File: src/rtl/mem_pkg.sv
// Shared types and helpers for the memory-access pipeline stage.
package mem_pkg;

  typedef enum logic {
    IDLE   = 1'b0,
    ACCESS = 1'b1
  } state_e;

  localparam int CNT_W = 3;

  // Branch resolution: JC with NEQ=0 takes on zero, with NEQ=1 takes on non-zero.
  function automatic logic taken(input logic j, input logic jc,
                                 input logic neq, input logic zero);
    return j | (jc & (zero ^ neq));
  endfunction

endpackage

File: src/rtl/mem_stage_dmem.sv
// Data memory: asynchronous read, synchronous write, contents not reset.
module dmem_array #(
  parameter int DATA_W = 8,
  parameter int ADDR_W = 8
) (
  input  logic              clock,
  input  logic              we_i,
  input  logic [ADDR_W-1:0] addr_i,
  input  logic [DATA_W-1:0] wdata_i,
  output logic [DATA_W-1:0] rdata_o
);

  logic [DATA_W-1:0] mem_q [2**ADDR_W];

  assign rdata_o = mem_q[addr_i];

  always_ff @(posedge clock) begin
    if (we_i) mem_q[addr_i] <= wdata_i;
  end

endmodule

File: src/rtl/mem_stage.sv
// Memory-access stage: wait-state data-memory access, jump resolution and
// registered hand-off toward write-back.
module mem_stage
  import mem_pkg::*;
#(
  parameter int DATA_W  = 8,
  parameter int ADDR_W  = 8,
  parameter int LATENCY = 1
) (
  input  logic              clock,
  input  logic              reset_n,
  input  logic [DATA_W-1:0] acOutValue,
  input  logic              zeroOut,
  input  logic [DATA_W-1:0] ulaJumpOut,
  input  logic [DATA_W-1:0] rs,
  input  logic [1:0]        rdIn,
  input  logic              WRMem,
  input  logic              WMMem,
  input  logic              RMMem,
  input  logic              NEQMem,
  input  logic              JMem,
  input  logic              JCMem,
  output logic              stall,
  output logic              jumpTaken,
  output logic [DATA_W-1:0] jumpAddr,
  output logic [DATA_W-1:0] wbData,
  output logic [1:0]        wbRd,
  output logic              wbWR
);

  state_e            state_q, state_d;
  logic [CNT_W-1:0]  cnt_q, cnt_d;
  logic              retire, stall_c, mem_op, tk, mem_we;
  logic [ADDR_W-1:0] mem_addr;
  logic [DATA_W-1:0] mem_rdata;
  logic              jump_taken_q, wb_wr_q;
  logic [DATA_W-1:0] jump_addr_q, wb_data_q;
  logic [1:0]        wb_rd_q;

  assign mem_op   = WMMem | RMMem;
  assign mem_addr = ADDR_W'(acOutValue);
  assign tk       = taken(JMem, JCMem, NEQMem, zeroOut);
  // Gate with reset so an access aborted by reset can never commit.
  assign mem_we   = reset_n & retire & WMMem;

  dmem_array #(
    .DATA_W(DATA_W),
    .ADDR_W(ADDR_W)
  ) u_dmem (
    .clock  (clock),
    .we_i   (mem_we),
    .addr_i (mem_addr),
    .wdata_i(rs),
    .rdata_o(mem_rdata)
  );

  always_comb begin
    state_d = state_q;
    cnt_d   = cnt_q;
    retire  = 1'b0;
    stall_c = 1'b0;
    case (state_q)
      IDLE: begin
        if (mem_op && (LATENCY != 0)) begin
          stall_c = 1'b1;
          state_d = ACCESS;
          cnt_d   = CNT_W'(LATENCY - 1);
        end else begin
          retire = 1'b1;
        end
      end
      ACCESS: begin
        if (cnt_q == '0) begin
          retire  = 1'b1;
          state_d = IDLE;
        end else begin
          stall_c = 1'b1;
          cnt_d   = cnt_q - CNT_W'(1);
        end
      end
      default: state_d = IDLE;
    endcase
  end

  always_ff @(posedge clock or negedge reset_n) begin
    if (!reset_n) begin
      state_q      <= IDLE;
      cnt_q        <= '0;
      jump_taken_q <= 1'b0;
      jump_addr_q  <= '0;
      wb_data_q    <= '0;
      wb_rd_q      <= '0;
      wb_wr_q      <= 1'b0;
    end else begin
      state_q      <= state_d;
      cnt_q        <= cnt_d;
      wb_wr_q      <= retire & WRMem;
      jump_taken_q <= retire & tk;
      if (retire & tk) jump_addr_q <= ulaJumpOut;
      if (retire) begin
        wb_data_q <= RMMem ? mem_rdata : acOutValue;
        wb_rd_q   <= rdIn;
      end
    end
  end

  // Stall must drop the instant reset asserts, even while inputs request memory.
  assign stall     = reset_n & stall_c;
  assign jumpTaken = jump_taken_q;
  assign jumpAddr  = jump_addr_q;
  assign wbData    = wb_data_q;
  assign wbRd      = wb_rd_q;
  assign wbWR      = wb_wr_q;

endmodule

File: config.mk
export PLATFORM = sky130hd
export DESIGN_NAME = mem_stage
export DESIGN_NICKNAME = d
export VERILOG_FILES = /design/src/rtl/mem_pkg.sv /design/src/rtl/mem_stage_dmem.sv /design/src/rtl/mem_stage.sv
export SDC_FILE = /design/constraint.sdc
export NUM_CORES = 2
export LEC_CHECK = 0
export ABC_AREA = 1
export CAP_MARGIN = 20
export CELL_PAD_IN_SITES_DETAIL_PLACEMENT = 1
export CELL_PAD_IN_SITES_GLOBAL_PLACEMENT = 2
export CORE_ASPECT_RATIO = 0.9
export CORE_MARGIN = 2
export CORE_UTILIZATION = 30
export CTS_BUF_LIST = sky130_fd_sc_hd__clkbuf_8
export CTS_CLUSTER_DIAMETER = 150
export CTS_CLUSTER_SIZE = 14
export DETAILED_ROUTE_END_ITERATION = 10
export HOLD_SLACK_MARGIN = 0.06
export PLACE_DENSITY_LB_ADDON = 0.1
export REMOVE_ABC_BUFFERS = 1
export SYNTH_ARGS = -nofsm -noshare
export SYNTH_HDL_FRONTEND = slang
export SYNTH_HIERARCHICAL = 1
export SYNTH_SLANG_ARGS = --single-unit
File: constraint.sdc
create_clock -name clock -period 2.86 [get_ports clock]
set_clock_uncertainty 0.1 [all_clocks]
set_input_delay 0.572 -clock clock [delete_from_list [all_inputs] [get_ports clock]]
set_output_delay 0.572 -clock clock [all_outputs]
set_load 0.01 [all_outputs]
==> metrics.txt <==
status completed; CP Class input port to flop; Die ar. 0.290 sq mm; RSZ-0062 raised after global routing false; combinational power share 10.1%; wire per inst 24.1 um; Netlist Area Pre-Place 0.0858 sq mm; area post-placement 0.0977 sq mm; cells after synthesis 8154; pwr dens 546 mW/mm^2; Crit path arrival time 3.55 ns; crit-path max FO 7; worst setup path start acOutValue[2]; slew at the pin closest to its max-slew limit 0.925 ns; CTS Sinks 2072; Crit. End Element flop; post-DP HPWL 202000 um; worst reg2reg path endpoint wbData[6]; total core area 0.285 sq mm; total power 54.9 mW; R2R Path Start u_dmem/mem_q[61][6]; Fin. Hold Viols 0; CP required 3.63 ns; most numerous cell in the Yosys netlist nand2_1; Starting DRT DRC Count 4055; switching pwr 14.1 mW; Hold WS 0.273 ns; worst hold path class input port to flop; # port buffers 55; post-route DRC violation count 0; Post-synth EDFFs 2048; Main synth FF type edfxtp_1; Syn. warnings 6; maximum vdd drop 373 uV; Fin Setup TNS 0 ns; Slew HR 38.3%; top cells by area, synth edfxtp_1, nand2_1, nor2_1; final net count 8868; asr flop ratio synth 1.16%; #FFs+latches synth 2072; antenna violations before repair 17; r2r worst-path depth 18; Max clock buf depth 4; Area Overhead vs Synth 17.0%; I/O pins 56; Pint 40.8 mW; DRT Wirelength 304000 um; share of cells above drive strength 1 12.2%; FF-to-FF setup slack 0.30 ns; initial core utilization 30.1%; Synth top area share 71.6%; most frequent cells after synthesis nand2_1, edfxtp_1, nor2_1, nand3_1, buf_2; Mean Syn Cell Area 10.5 sq um; area leader, netlist edfxtp_1; hold path depth 5; largest net degree at the start of global routing 69; post-route insts no fill 12631; Total Routing Usage GR 20.7%; CTS buffer count 173; vias in the first global route 60443; hold path startpoint JMem; share of power burned in registers 61.2%; die extent in x 568 um; max_cap viols 0; Reg clk slew, reported paths 0.10 ns; Clk pwr share 28.7%; endpoints failing setup 0; ANT nets after route 0; fin crit period 2.78 ns; Net Sw Frac 25.7%; RePlAce Congestion 0.808; Post-Layout Inst Area 0.100 sq mm; pins over their slew limit 0; global route overflow 0; fmax 0.360 GHz; Filler cells 31478; sequential area share after synthesis 72.3%; Distinct cells, synth 24; Root Buffer clkbuf_8; Placed Cells 12396; H-tree depth 4; P_leak 40.4 nW; via density per instance 4.65; CTS tree done; Die Ht 511 um; Worst-Skew Late Latency 1.00 ns; Vias 58728; sink of the worst hold path jumpAddr[6]; first-pass GRT wire length 438000 um; Rows 186; crit start category input port; final period utilization 97.2%; first-pass detailed-route iteration total 5
## how the worst max path moves through the flow
stage                endpoint  slack, ns  cells past startpoint
floorplan           wbData[0]      -5.13                     17
global placement    wbData[7]      -1.22                     20
detailed placement  wbData[7]      -1.11                     20
CTS                     stall     0.0005                      6
global route            stall      0.003                      6
finish              wbData[0]       0.08                     20
## area by class of cell
cell class,instances,area [sq um],share of cell area [%]
sequential,2072,62100,61.8
tap,3760,4700,4.68
inverter,53,240,0.239
clock buffer,176,2420,2.41
multi-input combinational,5607,21700,21.6
clock inverter,35,148,0.147
timing repair buffer,924,9120,9.08
antenna,4,10.0,0.00996
## power by group through the flow
stage | combinational [mW] | sequential [mW] | clock, mW
after floorplan | 2.12 | 34.3 | 0
after global placement | 5.68 | 34.3 | 0
after detailed placement | 5.69 | 34.3 | 0
after CTS | 5.72 | 33.6 | 16.5
after global routing | 6.12 | 33.6 | 17.3
final | 5.57 | 33.6 | 15.7
## kinds of logic after synthesis
| kind of cell | share of synthesized area (%) |
|---|---|
| simple gates | 23.9 |
| flops | 72.3 |
| buf+inv | 2.47 |
| compound gates | 1.21 |
| fa+ha+maj | 0.0291 |
| xor+xnor | 0.0102 |
## routing by layer
metal | vias up | part of all wire [%] | GRT usage (%)
li1 | 27920 | - | -
met5 | - | 0.0043 | 0
met4 | 2 | 2.1 | 4.49
met2 | 897 | 46 | 33.4
met1 | 29620 | 48 | 30.0
met3 | 289 | 3.5 | 2.23
## per-stage QoR
step                utilization [%]  worst slack, ns
finish                         35.2           0.0794
global route                   35.2          0.00312
CTS                            35.2         0.000467
detailed placement             34.3            -1.11
global placement               34.3            -1.22
floorplan                         -            -5.13
## state kept, by name, indices dropped and copies added, names as in the netlist
signal and cells:
state_q 1, wbWR 1, wbData 8, u_dmem/mem_q 2048
jumpTaken 1, jumpAddr 8, wbRd 2, cnt_q 3
## placed cells by master, fill, tap and decap left out, drive strengths merged
cell type | netlist | final
diode | 0 | 4
clkinvlp | 0 | 3
buf | 251 | 860
nand2 | 4835 | 4835
o22ai | 1 | 1
o21ai | 172 | 172
a21oi | 32 | 32
nand3 | 197 | 197
clkdlybuf4s50 | 0 | 43
nor2 | 367 | 367
clkbuf | 171 | 176
inv | 53 | 85
xnor2 | 1 | 1
dlygate4sd2 | 0 | 1
ha | 2 | 2
edfxtp | 2048 | 2048
dlygate4sd3 | 0 | 20
dfrtp | 24 | 24
## critical path: stages
cell and delay [ns]:
clkdlybuf4s50_1 0.55, buf_4 0.22, nand2_1 0.16, inv_6 0.12
buf_4 0.18, buf_4 0.14, nand2_1 0.06, nand2_1 0.05
o21ai_1 0.18, nand2_1 0.21, nor2_1 0.31, buf_4 0.18
nor2_1 0.04, nor2_1 0.11, buf_4 0.13, nand2_1 0.05
nand2_1 0.06, o21ai_0 0.08, nand2_1 0.08, nand2_1 0.05
## repair_timing
action / CTS / global route
buffers inserted: 0 / 0
pin swaps: 1 / 0
hold endpoints to repair: 370 / 0
hold buffers: 20 / 0
setup endpoints to repair: 5 / 4
gates resized for setup: 8 / 4
Power figures use the tool's default switching activity.
